**src/rtl/key_mode_sel.sv**
```systemverilog
// Push-button mode selector: synchronises an active-low key, debounces press and release,
// and steps a 2-bit mode on each release. Define KEY_LONG_PRESS_EN to add the long-press reset to 0.
module key_mode_sel #(
    parameter int CLK_FREQ    = 50_000_000,
    parameter int DEBOUNCE_MS = 20,
    parameter int LONG_MS     = 1000
) (
    input  logic       sys_clk,
    input  logic       rst_n,
    input  logic       key_in,
    output logic [1:0] sw,
    output logic       sw_chg,
    output logic       key_level
);

    localparam int DB_CNT = CLK_FREQ / 1000 * DEBOUNCE_MS;
    localparam int CNT_W  = (DB_CNT > 1) ? $clog2(DB_CNT) : 1;
    localparam logic [CNT_W-1:0] CNT_LAST = CNT_W'(DB_CNT - 1);

`ifdef KEY_LONG_PRESS_EN
    localparam int LONG_CNT = CLK_FREQ / 1000 * LONG_MS;
    localparam int HOLD_W   = $clog2(LONG_CNT + 1);
    localparam logic [HOLD_W-1:0] HOLD_SAT  = HOLD_W'(LONG_CNT);
    localparam logic [HOLD_W-1:0] HOLD_FIRE = HOLD_W'(LONG_CNT - 2);
`endif

    typedef enum logic [1:0] {IDLE, DEB_PRESS, PRESSED, DEB_REL} state_t;

    state_t           state_reg, state_next;
    logic [1:0]       sync_reg;
    logic [CNT_W-1:0] cnt_reg, cnt_next;
    logic [1:0]       sw_reg, sw_next;
    logic             sw_chg_reg, sw_chg_next;
    logic             level_reg, level_next;
    logic             key_sync;
    logic             inc;
`ifdef KEY_LONG_PRESS_EN
    logic [HOLD_W-1:0] hold_reg, hold_next;
    logic              long_done_reg, long_done_next;
    logic              long_fire;
`endif

    assign key_sync  = sync_reg[1];
    assign sw        = sw_reg;
    assign sw_chg    = sw_chg_reg;
    assign key_level = level_reg;

    always_ff @(posedge sys_clk or negedge rst_n) begin
        if (!rst_n) begin
            sync_reg   <= 2'b11;
            state_reg  <= IDLE;
            cnt_reg    <= '0;
            sw_reg     <= 2'd0;
            sw_chg_reg <= 1'b0;
            level_reg  <= 1'b0;
`ifdef KEY_LONG_PRESS_EN
            hold_reg      <= '0;
            long_done_reg <= 1'b0;
`endif
        end else begin
            sync_reg   <= {sync_reg[0], key_in};
            state_reg  <= state_next;
            cnt_reg    <= cnt_next;
            sw_reg     <= sw_next;
            sw_chg_reg <= sw_chg_next;
            level_reg  <= level_next;
`ifdef KEY_LONG_PRESS_EN
            hold_reg      <= hold_next;
            long_done_reg <= long_done_next;
`endif
        end
    end

    always_comb begin
        state_next  = state_reg;
        cnt_next    = cnt_reg;
        sw_next     = sw_reg;
        sw_chg_next = 1'b0;
        level_next  = level_reg;
        inc         = 1'b0;
`ifdef KEY_LONG_PRESS_EN
        hold_next      = hold_reg;
        long_done_next = long_done_reg;
        long_fire      = 1'b0;
        // Hold keeps running through release bounces; it fires once as it reaches LONG_CNT-1.
        if (state_reg == PRESSED || state_reg == DEB_REL) begin
            if (hold_reg != HOLD_SAT)
                hold_next = hold_reg + HOLD_W'(1);
            if (hold_reg == HOLD_FIRE && !long_done_reg) begin
                long_fire      = 1'b1;
                long_done_next = 1'b1;
            end
        end
`endif
        unique case (state_reg)
            IDLE: begin
                if (!key_sync) begin
                    state_next = DEB_PRESS;
                    cnt_next   = '0;
                end
            end
            DEB_PRESS: begin
                if (key_sync) begin
                    state_next = IDLE;
                end else if (cnt_reg == CNT_LAST) begin
                    state_next = PRESSED;
                    level_next = 1'b1;
`ifdef KEY_LONG_PRESS_EN
                    hold_next  = '0;
`endif
                end else begin
                    cnt_next = cnt_reg + CNT_W'(1);
                end
            end
            PRESSED: begin
                if (key_sync) begin
                    state_next = DEB_REL;
                    cnt_next   = '0;
                end
            end
            DEB_REL: begin
                if (!key_sync) begin
                    state_next = PRESSED;
                end else if (cnt_reg == CNT_LAST) begin
                    state_next = IDLE;
                    level_next = 1'b0;
`ifdef KEY_LONG_PRESS_EN
                    inc            = !long_done_reg && !long_fire;
                    long_done_next = 1'b0;
`else
                    inc = 1'b1;
`endif
                end else begin
                    cnt_next = cnt_reg + CNT_W'(1);
                end
            end
            default: state_next = IDLE;
        endcase

        if (inc) begin
            sw_next     = sw_reg + 2'd1;
            sw_chg_next = 1'b1;
        end
`ifdef KEY_LONG_PRESS_EN
        if (long_fire) begin
            sw_next     = 2'd0;
            sw_chg_next = 1'b1;
        end
`endif
    end

endmodule
```
**config.mk**
```make
export PLATFORM = sky130hd
export DESIGN_NAME = key_mode_sel
export DESIGN_NICKNAME = d
export VERILOG_FILES = /design/src/rtl/key_mode_sel.sv
export SDC_FILE = /design/constraint.sdc
export NUM_CORES = 1
export LEC_CHECK = 0
export CORE_MARGIN = 3
export CORE_UTILIZATION = 60
export DETAILED_ROUTE_END_ITERATION = 12
export DONT_BUFFER_PORTS = 1
export GPL_TIMING_DRIVEN = 0
export PLACE_DENSITY = 0.76
export SYNTH_ARGS = -nofsm -noshare
export SYNTH_HDL_FRONTEND = slang
export SYNTH_SLANG_ARGS = --single-unit
export TNS_END_PERCENT = 1
```
**constraint.sdc**
```tcl
create_clock -name sys_clk -period 1.98 [get_ports sys_clk]
set_clock_uncertainty 0.1 [all_clocks]
set_input_delay 0.297 -clock sys_clk [delete_from_list [all_inputs] [get_ports sys_clk]]
set_output_delay 0.297 -clock sys_clk [all_outputs]
set_load 0.05 [all_outputs]
```
* Word level (Yosys, flattened, before mapping)
Index checks and enable logic that the tools add are counted.
** Storage, ports and cells
- Input bits :: 3
- Output and inout port bits :: 4
- Word-level logic and storage cells :: 47
- Flip-flop bits (word level) :: 28
** Operators by class
- Equal/unequal tests :: 12
- Reduce and logical (&&, ||, !) cells :: 5
- Mux-type cells :: 22
- Add/sub/neg operators :: 2
** Operators with widths (number)
- $mux W20 :: 5
- $pmux W20 S4 :: 1
- $add A20 B1 Y20 const B :: 1
- $eq A20 B20 Y1 const B :: 1
- $mux W2 :: 6
- $ne A2 B2 Y1 const B :: 6
- $mux W1 :: 8
- $pmux W2 S4 :: 1
- $reduce_and A4 Y1 :: 2
- $ne A3 B3 Y1 const B :: 2
- $reduce_and A5 Y1 :: 1
- $eq A2 B2 Y1 const B :: 2
- $add A2 B1 Y2 const B :: 1
- $eq A2 B1 Y1 const B :: 1
- $logic_not A2 Y1 :: 1
- $pmux W1 S2 :: 1
- $reduce_bool A2 Y1 :: 1

* Logic depth before layout (Yosys ltp)
- Depth after elaboration :: 5
- Depth in mapped cells :: 6
- Gate-level depth less buffers :: 5

* Worst setup path after synthesis
No wires, ideal clock.
- Path kind :: reg2reg
- From :: register sync_reg[1]
- To :: register cnt_reg[15]
- Data required time :: 1.758 ns
- Data arrival time :: 1.561 ns
- Path slack :: 0.197 ns
- Library setup time :: 0.122 ns
- Stages on the path, launching flop included :: 7
- Buffers on the path :: 2
- Period minus slack after synthesis :: 1.783 ns
- Cell sequence :: dfstp_2 > buf_2 > xor2_1 > buf_4 > nor2_1 > mux2_2 > a32o_1
** Between the ends
- Word-level cells in the longest chain between the ends :: 2
- Elaborated cells on any way between the ends :: 5
- Classes of those cells :: eq/ne: 4; reduce/logical: 1
** Ends and longest elaborated chain
- start: declaration :: RTL line 30 : logic [1:0] sync_reg;
- start signal: assignment :: RTL line 61 : sync_reg <= {sync_reg[0], key_in};
- $ne A2 B2 Y1 (no line)
- $reduce_and A4 Y1 (no line) *
- end signal: assignment :: RTL line 63 : cnt_reg <= cnt_next;
- end: declaration :: RTL line 31 : logic [CNT_W-1:0] cnt_reg, cnt_next;
Every way passes the cells marked *; elsewhere a longest branch is shown, timed or not.
A chain may end at the register's enable or synchronous reset.

* Worst setup path after layout
Ends and elaborated chain as after synthesis.

==> results.py <==
metrics = {
    "cells_and_area": {
        "layout_common_cells": "26 x dfrtp_1, 16 x nand2_1, 10 x nor2_1",
        "design_area_um2": 1920,
        "n_antenna_cell": 0,
        "n_fill_cell": 187,
        "layout_commonest_cell": "dfrtp_1",
        "syn_to_final_growth_pct": 12.8,
        "layout-drive-gt1-share_pct": 21.8,
        "num-nets-final": 193,
        "largest_register_ffs": 20,
    },
    "placed_design": {
        "pre_cts_ws_ns": -0.0672,
        "placed_cell_area_um2": 1740,
        "place_congestion": 0.916,
        "io_buffers": 0,
        "place_hpwl_mm": 2.78,
    },
    "cts": {
        "h-tree-depth": 1,
        "clock_latency_ns": 0.33,
        "clk_pin_slew_ns": 0.15,
        "cts.path.max_buffers": 2,
        "cts.sinks": 28,
        "cts_tree": "yes",
        "root_buffer": "clkbuf_4",
        "cts_buffers": 3,
    },
    "floorplanning": {
        "die_h_um": 59.3,
        "row_count": 18,
        "die_x_um": 59.3,
        "core-area_um2": 2590,
        "initial_core_util_pct": 65.9,
        "fp.dieArea_um2": 3520,
        "io_pins": 7,
    },
    "grt": {
        "overflow": 0,
        "top_usage_layer": "met2",
        "grt_use_total_pct": 25.9,
        "use_met2_pct": 43.4,
        "use_met3_pct": 3.27,
        "gr-usage-met1_pct": 33.4,
        "antenna_found_initial": 0,
        "grt_pass1_wl_mm": 6.85,
        "grt_start_max_net_pins": 29,
        "grt_pass1_vias": 1464,
    },
    "sta": {
        "hold_viol": 0,
        "drv_slew": 0,
        "finalSetupViolCount": 0,
        "rsz0062_at_grt": "true",
        "fmax_ghz": 0.511,
        "fin_crit_sh_pct": 98.9,
        "post-route-min-period_ns": 1.96,
        "max_slew_margin_pct": 63.8,
        "setup_slack_ns": 0.0226,
        "worstMarginPinSlew_ns": 0.541,
    },
    "critical_path": {
        "cp_top_family": "flip-flops",
        "r2r_slack_ns": 0.02,
        "cp.arrival_ns": 2.10,
        "critPathKind": "register to register",
        "crit_fanout": 10,
        "cp.required_ns": 2.12,
        "worstSetupEndpointType": "register",
        "critPathMaxStageDelay_ns": 0.55,
        "path_cells": "buf_2 > xor2_2 > buf_4 > nor2_1 > mux2_2 > a32o_1",
        "crit_path_top_delay_cell": "dfstp_2",
        "crit_buf_inv": 2,
        "startpoint_type": "register",
    },
    "synthesis": {
        "yosysUniqueCellTypes": 51,
        "synth_area_um2": 1710,
        "synthCells": 176,
        "yosysWarnings": 0,
        "syn_area_per_cell_um2": 9.70,
        "synth-seq-cells": 28,
        "synthArstFlopShare_pct": 100,
        "synth_ff_type": "dfrtp_1",
        "seq_area_frac_synth_pct": 41.2,
        "synth_edf_count": 0,
        "syn_nets": 180,
    },
    "status": {
        "outcome": "completed",
    },
    "route": {
        "drtPass1Iterations": 4,
        "drt.antenna.violating_nets": 0,
        "wirelength_mm": 4.05,
        "drt_iter0_markers": 156,
        "routed_via_density": 6.76,
        "drc": 0,
        "wl_per_cell_um": 18.6,
        "vias": 1473,
    },
    "pwr": {
        "power.density_nw_per_um2": 603,
        "ir_drop_uv": 533,
        "leakage_nw": 0.835,
        "power_w": 0.00116,
    },
    "hold_path": {
        "hp-class": "input pin to async pin",
    },
    "job": {
        "max_cap_violations": 0,
    },
}
-- area by class of cell --
type | instances | area (um^2) | area share (%)
Clock buffer | 3 | 22.5 | 1.17
Clock inverter | 1 | 30.0 | 1.56
Multi-Input combinational cell | 128 | 950 | 49.3
Tap cell | 30 | 37.5 | 1.95
Inverter | 6 | 25.0 | 1.30
Sequential cell | 28 | 703 | 36.5
Buffer | 14 | 78.8 | 4.10
Timing Repair Buffer | 8 | 77.6 | 4.03
-- kinds of logic (layout without fill, tap and decap cells) --
group | count (synthesis) | in the layout | share of synthesized area [%]
and+or+nand+nor | 77 | 77 | 27.3
AOI/OAI and AO/OA | 38 | 38 | 17.1
DFF | 28 | 28 | 41.2
buffers and inverters | 20 | 32 | 6.09
muxes | 8 | 8 | 5.06
xor gates and xnor gates | 4 | 4 | 2.49
adders and majority gates | 1 | 1 | 0.733
-- cells in the mapped netlist (2+ instances only) --
master | number | area share [%]
dfrtp_1 | 26 | 38
nand2_1 | 16 | 3.5
nor2_1 | 10 | 2.2
nand3_1 | 8 | 2.3
nand4_1 | 7 | 2.6
nor3_1 | 7 | 2.1
mux2i_1 | 6 | 3.5
o21ai_0 | 6 | 1.8
buf_2 | 5 | 1.5
inv_1 | 5 | 1.1
nor4_1 | 5 | 1.8
a21oi_1 | 4 | 1.2
a31oi_1 | 4 | 1.5
and3_1 | 4 | 1.5
clkbuf_2 | 4 | 1.2
o2bb2ai_1 | 4 | 2.1
or3_1 | 4 | 1.5
a211o_1 | 3 | 1.5
a21o_1 | 3 | 1.3
a22o_1 | 3 | 1.5
and4_1 | 3 | 1.5
o41ai_1 | 3 | 1.5
and2_1 | 2 | 0.73
buf_4 | 2 | 0.88
clkbuf_1 | 2 | 0.44
dfstp_2 | 2 | 3.1
nand4_2 | 2 | 1.5
nor4bb_1 | 2 | 1.2
xnor2_1 | 2 | 1.0
-- worst paths after layout --
path | start | to | cells after the start
worst max-delay path | sync_reg[1] | cnt_reg[15] | 6
worst min-delay path | rst_n | cnt_reg[11] | 2
worst max register to register | sync_reg[1] | cnt_reg[15] | 6
worst min register to register | sync_reg[0] | sync_reg[1] | 0
max in group asynchronous | rst_n | sync_reg[0] | 2
min in group sys_clk | sync_reg[0] | sync_reg[1] | 0
-- routing by layer --
layer	vias up	share of wire [%]
met5	-	0
met4	0	1.6
met3	11	5.7
met2	60	48
met1	711	45
li1	691	-
-- metrics by stage --
step                      utilization (%)  cells  hold WS [ns]  TNS (ns)
after floorplan                         -    176       -0.0986         0
after global placement               67.3    206       -0.0980   -0.0249
after detailed placement             67.3    206       -0.0980    -0.145
after CTS                            72.2    214         0.263   -0.0175
after global routing                 74.3    218         0.263    -0.187
final                                74.3    218         0.272         0
-- power by group --
| part | switching, W | total (W) | internal [W] |
|---|---|---|---|
| Combinational | 0.000102 | 0.000163 | 0.0000613 |
| Clock | 0.000176 | 0.000381 | 0.000205 |
| Sequential | 0.0000172 | 0.000616 | 0.000599 |
-- worst reg2reg max path, stage by stage, from the launching register on --
cell     delay (ns)
dfstp_2        0.55
buf_2          0.19
xor2_2         0.24
buf_4          0.23
nor2_1         0.05
mux2_2         0.26
a32o_1         0.25
-- timing repair --
item / CTS / global route
pin swaps: 1 / 2
endpoints found under the hold margin: 29 / 0
setup endpoints to repair: 4 / 16
setup buffers: 1 / 4
hold buffers: 3 / 0
resized for setup: 4 / 4
(Power assumes the default switching activity.)
